File: src/rtl/ps2_key_sequencer.sv
// ps2_key_sequencer: pops scan-code bytes from the PS/2 receiver FIFO, folds E0/F0
// prefixes into single key events, tracks the held key and counts distinct presses.
// Optional feature macro: PS2_SEQ_REPEAT_EN (typematic repeats also pulse key_valid).
module ps2_key_sequencer #(
    parameter int unsigned COUNT_W        = 8,
    parameter int unsigned PREFIX_TIMEOUT = 2000000,
    parameter int unsigned TMO_W          = 24
) (
    input  logic               clk,
    input  logic               rst,
    input  logic               ready,
    input  logic [7:0]         data,
    input  logic               overflow,
    output logic               nextdata_n,
    output logic               key_valid,
    output logic [7:0]         key_code,
    output logic               key_ext,
    output logic               key_down,
    output logic [COUNT_W-1:0] key_count,
    output logic               ovf_sticky
);

    typedef enum logic [1:0] {StIdle, StPop, StGap, StProc} state_t;

    localparam logic [TMO_W-1:0] TmoLast = TMO_W'(PREFIX_TIMEOUT - 1);

    state_t           state;
    logic [7:0]       byte_r;
    logic             ext_pend;
    logic             brk_pend;
    logic [7:0]       held_code;
    logic             held_ext;
    logic [TMO_W-1:0] tmo_cnt;
    logic             match;

    // Current byte (with pending E0) names the key we are tracking.
    assign match = (byte_r == held_code) && (ext_pend == held_ext);

    // Pop strobe is a pure state decode so a reset in POP releases it immediately.
    assign nextdata_n = (state != StPop);

    // Byte handshake FSM, prefix decode, held-key tracking and prefix timeout.
    always_ff @(posedge clk or posedge rst) begin
        if (rst) begin
            state      <= StIdle;
            byte_r     <= 8'h00;
            ext_pend   <= 1'b0;
            brk_pend   <= 1'b0;
            held_code  <= 8'h00;
            held_ext   <= 1'b0;
            tmo_cnt    <= '0;
            key_valid  <= 1'b0;
            key_code   <= 8'h00;
            key_ext    <= 1'b0;
            key_down   <= 1'b0;
            key_count  <= '0;
            ovf_sticky <= 1'b0;
        end else begin
            key_valid <= 1'b0;
            if (overflow) begin
                ovf_sticky <= 1'b1;
            end
            case (state)
                StIdle: begin
                    if (ready) begin
                        byte_r <= data;
                        state  <= StPop;
                    end else if (ext_pend || brk_pend) begin
                        // A lone prefix with no follow-up byte is discarded.
                        if (tmo_cnt == TmoLast) begin
                            ext_pend <= 1'b0;
                            brk_pend <= 1'b0;
                            tmo_cnt  <= '0;
                        end else begin
                            tmo_cnt <= tmo_cnt + 1'b1;
                        end
                    end
                end
                StPop: begin
                    tmo_cnt <= '0;
                    state   <= StGap;
                end
                StGap: begin
                    state <= StProc;
                end
                StProc: begin
                    state <= StIdle;
                    if (byte_r == 8'hE0) begin
                        ext_pend <= 1'b1;
                    end else if (byte_r == 8'hF0) begin
                        brk_pend <= 1'b1;
                    end else begin
                        ext_pend <= 1'b0;
                        brk_pend <= 1'b0;
                        if (brk_pend) begin
                            // Breaks for keys other than the held one are ignored.
                            if (match) begin
                                key_down <= 1'b0;
                            end
                        end else if (key_down && match) begin
`ifdef PS2_SEQ_REPEAT_EN
                            key_valid <= 1'b1;
`else
                            key_valid <= 1'b0;
`endif
                        end else begin
                            key_valid <= 1'b1;
                            key_code  <= byte_r;
                            key_ext   <= ext_pend;
                            held_code <= byte_r;
                            held_ext  <= ext_pend;
                            key_down  <= 1'b1;
                            key_count <= key_count + 1'b1;
                        end
                    end
                end
                default: begin
                    state <= StIdle;
                end
            endcase
        end
    end

endmodule
File: config.mk
export PLATFORM = sky130hd
export DESIGN_NAME = ps2_key_sequencer
export DESIGN_NICKNAME = d
export VERILOG_FILES = /design/src/rtl/ps2_key_sequencer.sv
export SDC_FILE = /design/constraint.sdc
export NUM_CORES = 1
export LEC_CHECK = 0
export ABC_AREA = 1
export CAP_MARGIN = 30
export CORE_UTILIZATION = 55
export DETAILED_ROUTE_END_ITERATION = 12
export DONT_BUFFER_PORTS = 1
export PLACE_DENSITY_LB_ADDON = 0.12
export SLEW_MARGIN = 10
export SYNTH_ARGS = -nofsm -noshare
export SYNTH_HDL_FRONTEND = slang
export SYNTH_SLANG_ARGS = --single-unit
File: constraint.sdc
create_clock -name clk -period 2.6 [get_ports clk]
set_input_delay 0.26 -clock clk [delete_from_list [all_inputs] [get_ports clk]]
set_output_delay 0.26 -clock clk [all_outputs]
set_load 0.02 [all_outputs]
## After elaboration in Yosys (flattened, before gate mapping)

Cells that the tools add are included.

- Mux-type cells: 23
- Eq/ne operators: 17
- Reductions and logical operators: 12
- Bitwise gates (word level): 4
- $add $sub $neg: 2

Operators with widths:

| kind | number |
|---|---|
| 24-bit two-way mux | 3 |
| 24-bit one-hot mux with 2 select lines | 1 |
| 24-bit by 1-bit adder with 24-bit output (second input constant) | 1 |
| 24-bit by 21-bit == test with 1-bit output (second input constant) | 1 |
| 5-bit AND reduction | 4 |
| 8-bit == test (second input constant) | 2 |
| 1-bit two-way mux | 15 |
| 2-bit inequality test (second input constant) | 6 |
| 8-bit by 1-bit adder with 8-bit output (second input constant) | 1 |
| 8-bit == test | 1 |
| 2-bit one-hot mux with 4 select lines | 1 |
| 2-bit == test (second input constant) | 2 |
| 2-bit by 1-bit inequality test with 1-bit output (second input constant) | 2 |
| 1-bit inverter | 4 |
| 1-bit one-hot mux with 2 select lines | 2 |
| 2-bit nonzero test | 2 |
| 3-bit inequality test (second input constant) | 1 |
| 3-bit AND reduction | 1 |
| 2-bit by 1-bit == test with 1-bit output (second input constant) | 1 |
| 1-bit logical AND | 2 |
| 2-bit logical NOT | 1 |
| 2-bit two-way mux | 1 |
| 2-bit AND reduction | 1 |
| 1-bit == test | 1 |
| 1-bit logical OR | 1 |

- Input bits: 12
- Output and inout bits: 21
- Flip-flop bits (word level): 56
- Logic and storage cells: 69

## Longest topological paths before layout

Gate-level depths: netlist of run 1.

- Word-level depth: 8
- Mapped depth: 12
- Gate-level depth less buffers: 11

## Worst setup path after synthesis of run 1

No wires, ideal clock.

- Path kind: flip-flop to flip-flop
- Start: register state[0]
- End: register tmo_cnt[10]
- Setup time: 0.120 ns
- Data arrival time: 1.572 ns
- Slack: 0.908 ns
- Required time: 2.480 ns
- Path buffers: 1
- Clock period less this slack: 1.692 ns
- Cell stages (with the launch flop): 12
- Cell sequence: dfrtp_1 > inv_1 > ha_1 > buf_6 > nand2_4 > inv_2 > nor2_1 > nand2_1 > nor2_4 > nand3b_1 > o21ai_0 > nor2_1

- Longest elaborated chain between the ends: 3
- Elaborated cells on any way between the ends: 7
- Those cells by class: 3 x eq/ne; 1 x mux; 3 x reduce/logical

RTL lines:

| item | line | source |
|---|---|---|
| from (decl) | 27 | `state_t state;` |
| from (signal assigned) | 45 | `state <= StIdle;` |
| from (signal assigned) | 67 | `state <= StPop;` |
| from (signal assigned) | 81 | `state <= StGap;` |
| 2-bit by 1-bit == test with 1-bit output or 2-bit logical NOT (tied branches) | 63 | `case (state)` |
| 2-bit nonzero test (no line) or 2-bit inequality test (tied branches) | n/a |  |
| 3-bit AND reduction (no line) | n/a |  |
| to (signal assigned) | 75 | `tmo_cnt <= tmo_cnt + 1'b1;` |
| to (decl) | 33 | `logic [TMO_W-1:0] tmo_cnt;` |

Several ways; a longest one is shown, not always the timed one.
A chain may end at the register's enable or synchronous reset.

## Worst setup path in the final report of run 1

Same ends and word-level chain as after synthesis.

==> results.sh, run 1 <==
export IMPL_holdPathStages=2
export IMPL_yosys_warnings=0
export IMPL_critPathMaxFanout=14
export IMPL_cts_max_level=2
export IMPL_path_clk_slew_ns=0.10
export IMPL_cts_root_buf="clkbuf_8"
export IMPL_ir_drop_uv=651.7
export IMPL_layout_common_cells="nand2_1, nor2_1, inv_1, dfrtp_1, nand3_1"
export IMPL_area_growth_pct=5.337
export IMPL_fp_dieW_um=79.53
export IMPL_crit_arrival_ns=2.34
export IMPL_crit_top_cell="nor2_1"
export IMPL_drive_gt1_share_pct=6.009
export IMPL_hold_buffers=1
export IMPL_reg2reg_to="tmo_cnt[10]"
export IMPL_setup_ws_ns=0.4660
export IMPL_cts_tree="yes"
export IMPL_reg2reg_depth=10
export IMPL_crit_chain="inv_1 -> ha_1 -> nand2_4 -> inv_2 -> nor2_1 -> nand2_1 -> nor2_4 -> nand3b_1 -> o21ai_0 -> nor2_1"
export IMPL_hp_class="input pin to register"
export IMPL_hold_end="byte_r[4]"
export IMPL_fin_cells=538
export IMPL_avgSynthCellArea_um2=7.218
export IMPL_antenna_found_initial=0
export IMPL_placed_area_mm2=0.003383
export IMPL_cap_violations=0
export IMPL_ys_async_sr_fraction_pct=100.0
export IMPL_syn_inst=458
export IMPL_period_share_pct=82.08
export IMPL_slew_headroom_pct=57.59
export IMPL_routed_via_density=5.375
export IMPL_syn_cell_area_mm2=0.003306
export IMPL_cts_sinks=56
export IMPL_clock_latency_ns=0.32
export IMPL_cp_top_family="simple AND/OR/NAND/NOR gates"
export IMPL_cp_end_kind="register"
export IMPL_status="completed"
export IMPL_crit_slowest_cell="dfrtp_1"
export IMPL_hold_path_startpoint="data[4]"
export IMPL_grt_pass1_vias=2627
export IMPL_r2r_slack_ns=0.47
export IMPL_diodes=0
export IMPL_start_kind="register"
export IMPL_p_per_area_mw_per_mm2=959.4
export IMPL_dp_cells=529
export IMPL_numCtsBuffers=5
export IMPL_synth_edff_count=0
export IMPL_grt_max_degree=30
export IMPL_dr_pass1_iters=6
export IMPL_finalHoldViolations=0
export IMPL_max_stage_delay_ns=0.39
export IMPL_dp_hpwl_um=5524
export IMPL_nets=484
export IMPL_synth_seq_area_share_pct=42.39
export IMPL_rsz0062_at_grt="no"
export IMPL_setup_viol=0
export IMPL_gp_congestion=0.9979
export IMPL_grt_use_total_pct=26.17
export IMPL_syn_nets=477
export IMPL_fin_area_mm2=0.003482
export IMPL_io_pins=33
export IMPL_finalHoldWorstSlack_ns=0.03960
export IMPL_place_ws_ns=0.4956
export IMPL_core_area_mm2=0.005642
export IMPL_dieArea_mm2=0.006324
export IMPL_timing_fmax_mhz=468.6
export IMPL_routed_wl_um=7468
export IMPL_die_h_um=79.53
export IMPL_grt_pass1_wl_um=12630
export IMPL_final_common_cell="nand2_1"
export IMPL_period_needed_ns=2.134
export IMPL_regToRegStartpoint="state[0]"
export IMPL_worst_path_buf_inv=2
export IMPL_drv_slew=0
export IMPL_drc=0
export IMPL_final_core_util_pct=61.72
export IMPL_postCtsSetupBuffers=0
export IMPL_drt_wirelength_per_cell_um=13.88
export IMPL_cts_max_path_buffers=2
export IMPL_start_util_pct=58.59
export IMPL_drt_initial_drc_count=291
export IMPL_fin_tns_setup_ns=0
export IMPL_worst_pin_slew_ns=0.6352
export IMPL_skew_ns=0.01018
export IMPL_synthFlopType="dfrtp_1"
export IMPL_leakage_nw=1.714
export IMPL_num_vias=2892
export IMPL_drtAntennaViolNets=0
export IMPL_cts_repair_resized=0
export IMPL_rows=27
export IMPL_power_total_mw=3.341
export IMPL_ys_seq_elements=56
export IMPL_worstSetupPathType="register to register"
export IMPL_grt_ovfl_total=0
export IMPL_portBuffers=0
export IMPL_yosysUniqueCellTypes=28
export IMPL_cp_required_ns=2.81
[registers in the layout, summed over array words and instances (netlist names)]
signal,flops
held_ext,1
state,2
byte_r,8
tmo_cnt,24
ovf_sticky,1
ext_pend,1
key_down,1
brk_pend,1
key_count,8
key_valid,1
held_code,8
[worst max-delay path by stage]
stage / slack [ns] / endpoint / cells after the start / from
final: 0.47 / tmo_cnt[10] / 10 / state[0]
after global placement: 0.63 / tmo_cnt[8] / 10 / state[0]
after detailed placement: 0.50 / tmo_cnt[10] / 10 / state[0]
after floorplan: 0.91 / tmo_cnt[10] / 11 / state[0]
after CTS: 0.46 / tmo_cnt[10] / 10 / state[0]
after global routing: 0.20 / tmo_cnt[10] / 10 / state[1]
[cells in the mapped netlist (2+ instances only)]
master      n  share of area, %
nand2_4     2              0.68
nand4_1    18               3.4
nand3_1    44               6.7
nand3b_1    2              0.45
ha_1        7               2.6
o21ai_0    23               3.5
or2_2       2              0.38
xnor2_1     9               2.4
inv_1      57               6.5
buf_4       3              0.68
xor2_1      8               2.1
nor3_1      5              0.76
dfrtp_1    56                42
nor2_1     59               6.7
a21oi_1     3              0.45
nor2_2      5              0.95
inv_2       2              0.23
nand2_1   143                16
[routing by layer]
layer	wire length, µm	global-route usage (%)	up-vias	share of wire, %
li1	-	-	1453	-
met1	3605	37.24	1340	48
met2	3291	38.46	89	44
met3	429	5.943	10	5.7
met4	141	10.00	0	1.9
met5	0	0	-	0
[logic make-up (layout without fill, tap and decap cells)]
group | count (synthesis) | in the layout | synth area share [%]
AOI/OAI and AO/OA | 28 | 28 | 4.315
adders and majority gates | 7 | 7 | 2.649
xor gates and xnor gates | 17 | 17 | 4.504
DFF | 56 | 56 | 42.39
buffers and inverters | 67 | 75 | 8.554
and+or+nand+nor | 283 | 283 | 37.58
[layout make-up]
type	count	area, µm²
tap	72	90.09
fill	516	2160
clock inverter	2	16.27
clock buffer	6	72.57
sequential	56	1401
timing repair buffer	7	55.05
multi-input combinational	335	1622
inverter	60	225.2
[where the power goes]
part / leakage (nW) / switching [mW] / internal, mW
clock network: 0.0414 / 0.301 / 0.193
registers: 0.734 / 0.436 / 1.12
logic: 0.939 / 0.833 / 0.453
Note: power is estimated with default switching activity, not from simulation.
==> inputs of run 2 (changes only) <==
ABC_AREA = 0   (was 1)
clock period = 1.9 ns   (was 2.6 ns; I/O delays follow)
==> run 2 against run 1 <==
  * Cell count shrank 25%
  * Global-route usage is 2.3 points lower
  * Total power is 31% higher
  * Utilization grew 8.1 points
  * Largest cell class unchanged
  * Largest power group unchanged
==> results.sh, run 2 <==
export IMPL_status="completed"
export IMPL_skew_ns=0.006754
export IMPL_area_growth_pct=21.26
export IMPL_cts_max_path_buffers=2
export IMPL_dp_hpwl_um=4421
export IMPL_synth_seq_area_share_pct=47.06
export IMPL_antenna_found_initial=0
export IMPL_startpoint="state[0]"
export IMPL_routed_wl_um=6568
export IMPL_ys_seq_elements=56
export IMPL_cts_sinks=56
export IMPL_start_util_pct=57.57
export IMPL_setup_viol=0
export IMPL_dieArea_mm2=0.005712
export IMPL_drt_initial_drc_count=167
export IMPL_power_frac_seq_pct=43.3
export IMPL_avgSynthCellArea_um2=10.67
export IMPL_switching_share_pct=39.65
export IMPL_hp_class="input pin to register"
export IMPL_power_frac_clock_pct=15.0
export IMPL_cts_tree="yes"
export IMPL_synthFlopType="dfrtp_1"
export IMPL_p_int_mw=2.646
export IMPL_portBuffers=0
export IMPL_switchingPower_mw=1.738
export IMPL_finalHoldViolations=0
export IMPL_slew_headroom_pct=64.26
export IMPL_synth_area_leader_cell="dfrtp_1"
export IMPL_regMostFlops="tmo_cnt"
export IMPL_yosys_warnings=0
export IMPL_met2_usage_pct=37.40
export IMPL_ys_async_sr_fraction_pct=100.0
export IMPL_start_kind="register"
export IMPL_routed_via_density=5.808
export IMPL_crit_chain="inv_2 -> ha_4 -> nand2b_1 -> or2_4 -> a211oi_4 -> buf_4 -> buf_12 -> a41oi_2 -> a31oi_1"
export IMPL_comb_power_share_pct=41.6
export IMPL_largest_reg_flops=24
export IMPL_drtAntennaViolNets=0
export IMPL_rsz0062_at_grt="yes"
export IMPL_final_common_cell="dfrtp_1"
export IMPL_nets=350
export IMPL_grt_max_degree=32
export IMPL_worst_path_buf_inv=3
export IMPL_regToRegStartpoint="state[0]"
export IMPL_rows=26
export IMPL_power_total_mw=4.384
export IMPL_leakage_nw=1.668
export IMPL_drive_gt1_share_pct=31.02
export IMPL_grt_pass1_wl_um=10280
export IMPL_numCtsBuffers=5
export IMPL_p_per_area_mw_per_mm2=1214
export IMPL_synth_area_leaders="dfrtp_1, a31oi_1, nand2_1"
export IMPL_worst_pin_slew_ns=0.5350
export IMPL_period_needed_ns=1.852
export IMPL_grt_pass1_vias=2232
export IMPL_syn_nets=298
export IMPL_drt_wirelength_per_cell_um=16.34
export IMPL_num_vias=2335
export IMPL_drc=0
export IMPL_cts_root_buf="clkbuf_8"
export IMPL_io_pins=33
export IMPL_path_clk_slew_ns=0.10
export IMPL_period_share_pct=97.45
export IMPL_syn_inst=279
export IMPL_grt_use_met1_pct=34.19
export IMPL_synth_edff_count=0
export IMPL_critPathMaxFanout=5
export IMPL_clock_latency_ns=0.31
export IMPL_dr_pass1_iters=4
export IMPL_gp_congestion=0.8017
export IMPL_cp_end_kind="register"
export IMPL_grt_ovfl_total=0
export IMPL_ys_top_cells_by_count="dfrtp_1, nand2_1, a31oi_1"
export IMPL_yosysUniqueCellTypes=51
export IMPL_syn_cell_area_mm2=0.002978
export IMPL_finalHoldWorstSlack_ns=0.02476
export IMPL_cts_max_level=2
export IMPL_cp_required_ns=2.12
export IMPL_hold_path_startpoint="data[3]"
export IMPL_top_usage_layer="met2"
export IMPL_diodes=0
export IMPL_fin_tns_setup_ns=0
export IMPL_ir_drop_uv=931.3
export IMPL_drv_slew=0
export IMPL_layout_common_cells="dfrtp_1, buf_4, nand2_1"
export IMPL_fp_dieW_um=75.58
export IMPL_grt_util_met3_pct=4.365
export IMPL_timing_fmax_mhz=540.1
export IMPL_crit_arrival_ns=2.08
export IMPL_crit_slowest_cell="dfrtp_1"
export IMPL_core_area_mm2=0.005172
export IMPL_cp_top_family="compound AO/OA/AOI/OAI gates"
export IMPL_max_stage_delay_ns=0.42
export IMPL_grt_use_total_pct=23.89
export IMPL_die_h_um=75.58
export IMPL_worstSetupPathType="register to register"
export IMPL_cap_violations=0
export IMPL_synth_top_area_share_pct=47.06
export IMPL_synth_most_common_cell="dfrtp_1"
==> run 2: cell types whose count changed after synthesis, moves of 13 or more <==
| cell | delta |
|---|---|
| a31oi_1 | +23 |
| nand2_1 | -110 |
| nor2_1 | -47 |
| inv_1 | -49 |
| nand3_1 | -32 |
| nand4_1 | -13 |
==> run 2: layer usage <==
layer	vias up	part of all wire, %	wire length [µm]
met2	70	48	3172
met3	5	4.9	322
li1	1139	-	-
met5	-	0	0
met4	0	0.93	61
met1	1121	46	3012
==> run 2: final cells by class <==
class | instances | area, µm²
Timing Repair Buffer | 52 | 442.9
Clock buffer | 6 | 72.57
Tap cell | 70 | 87.58
Sequential cell | 56 | 1405
Fill cell | 379 | 1562
Multi-Input combinational cell | 208 | 1556
Inverter | 8 | 30.03
Clock inverter | 2 | 16.27
==> run 2: power groups by stage <==
stage	clock network [mW]	registers [mW]	logic, mW
global placement	0	1.91	1.67
CTS	0.677	1.91	1.72
detailed placement	0	1.93	1.70
global route	0.718	1.95	2.00
finish	0.660	1.90	1.83
floorplan	0	1.97	1.19
==> run 2: final timing paths <==
kind | cells after the start | to | slack [ns]
max | 9 | tmo_cnt[10] | 0.05
min | 1 | byte_r[3] | 0.02
max reg2reg | 9 | tmo_cnt[10] | 0.05
min reg2reg | 1 | tmo_cnt[5] | 0.52
max in group asynchronous | 3 | tmo_cnt[21] | 1.16
min in group asynchronous | 3 | key_count[3] | 0.38
==> run 2: worst reg2reg max path, stage by stage (launching register included) <==
cell	delay, ns
dfrtp_1	0.42
inv_2	0.10
ha_4	0.15
nand2b_1	0.07
or2_4	0.25
a211oi_4	0.21
buf_4	0.15
buf_12	0.11
a41oi_2	0.11
a31oi_1	0.19
==> run 2: repair_timing <==
action                     in CTS  in global routing
setup endpoints to repair      10                 19
resized for setup               2                 14
pin swaps                       0                  5
buffers inserted                0                  7
gates cloned                    0                  2
hold buffers                    2                  0
hold endpoints to repair       57                  0
==> run 2: through the flow <==
step                utilization [%]  cell area, µm²  worst slack [ns]  std cells
detailed placement            64.39            3331           -0.1146        383
CTS                           66.69            3450         0.0007616        393
finish                        69.81            3611           0.04844        402
global placement              64.39            3331          -0.04211        383
global route                  69.81            3611          -0.02278        402
floorplan                         -            2982       -0.00002265        279
==> run 2: kinds of logic after synthesis <==
group,count (synthesis),share of synthesized area (%)
xor gates and xnor gates,16,4.706
AOI/OAI and AO/OA,64,14.03
buffers and inverters,15,2.941
adders and majority gates,7,2.941
and+or+nand+nor,102,20.13
muxes,19,8.193
DFF,56,47.06
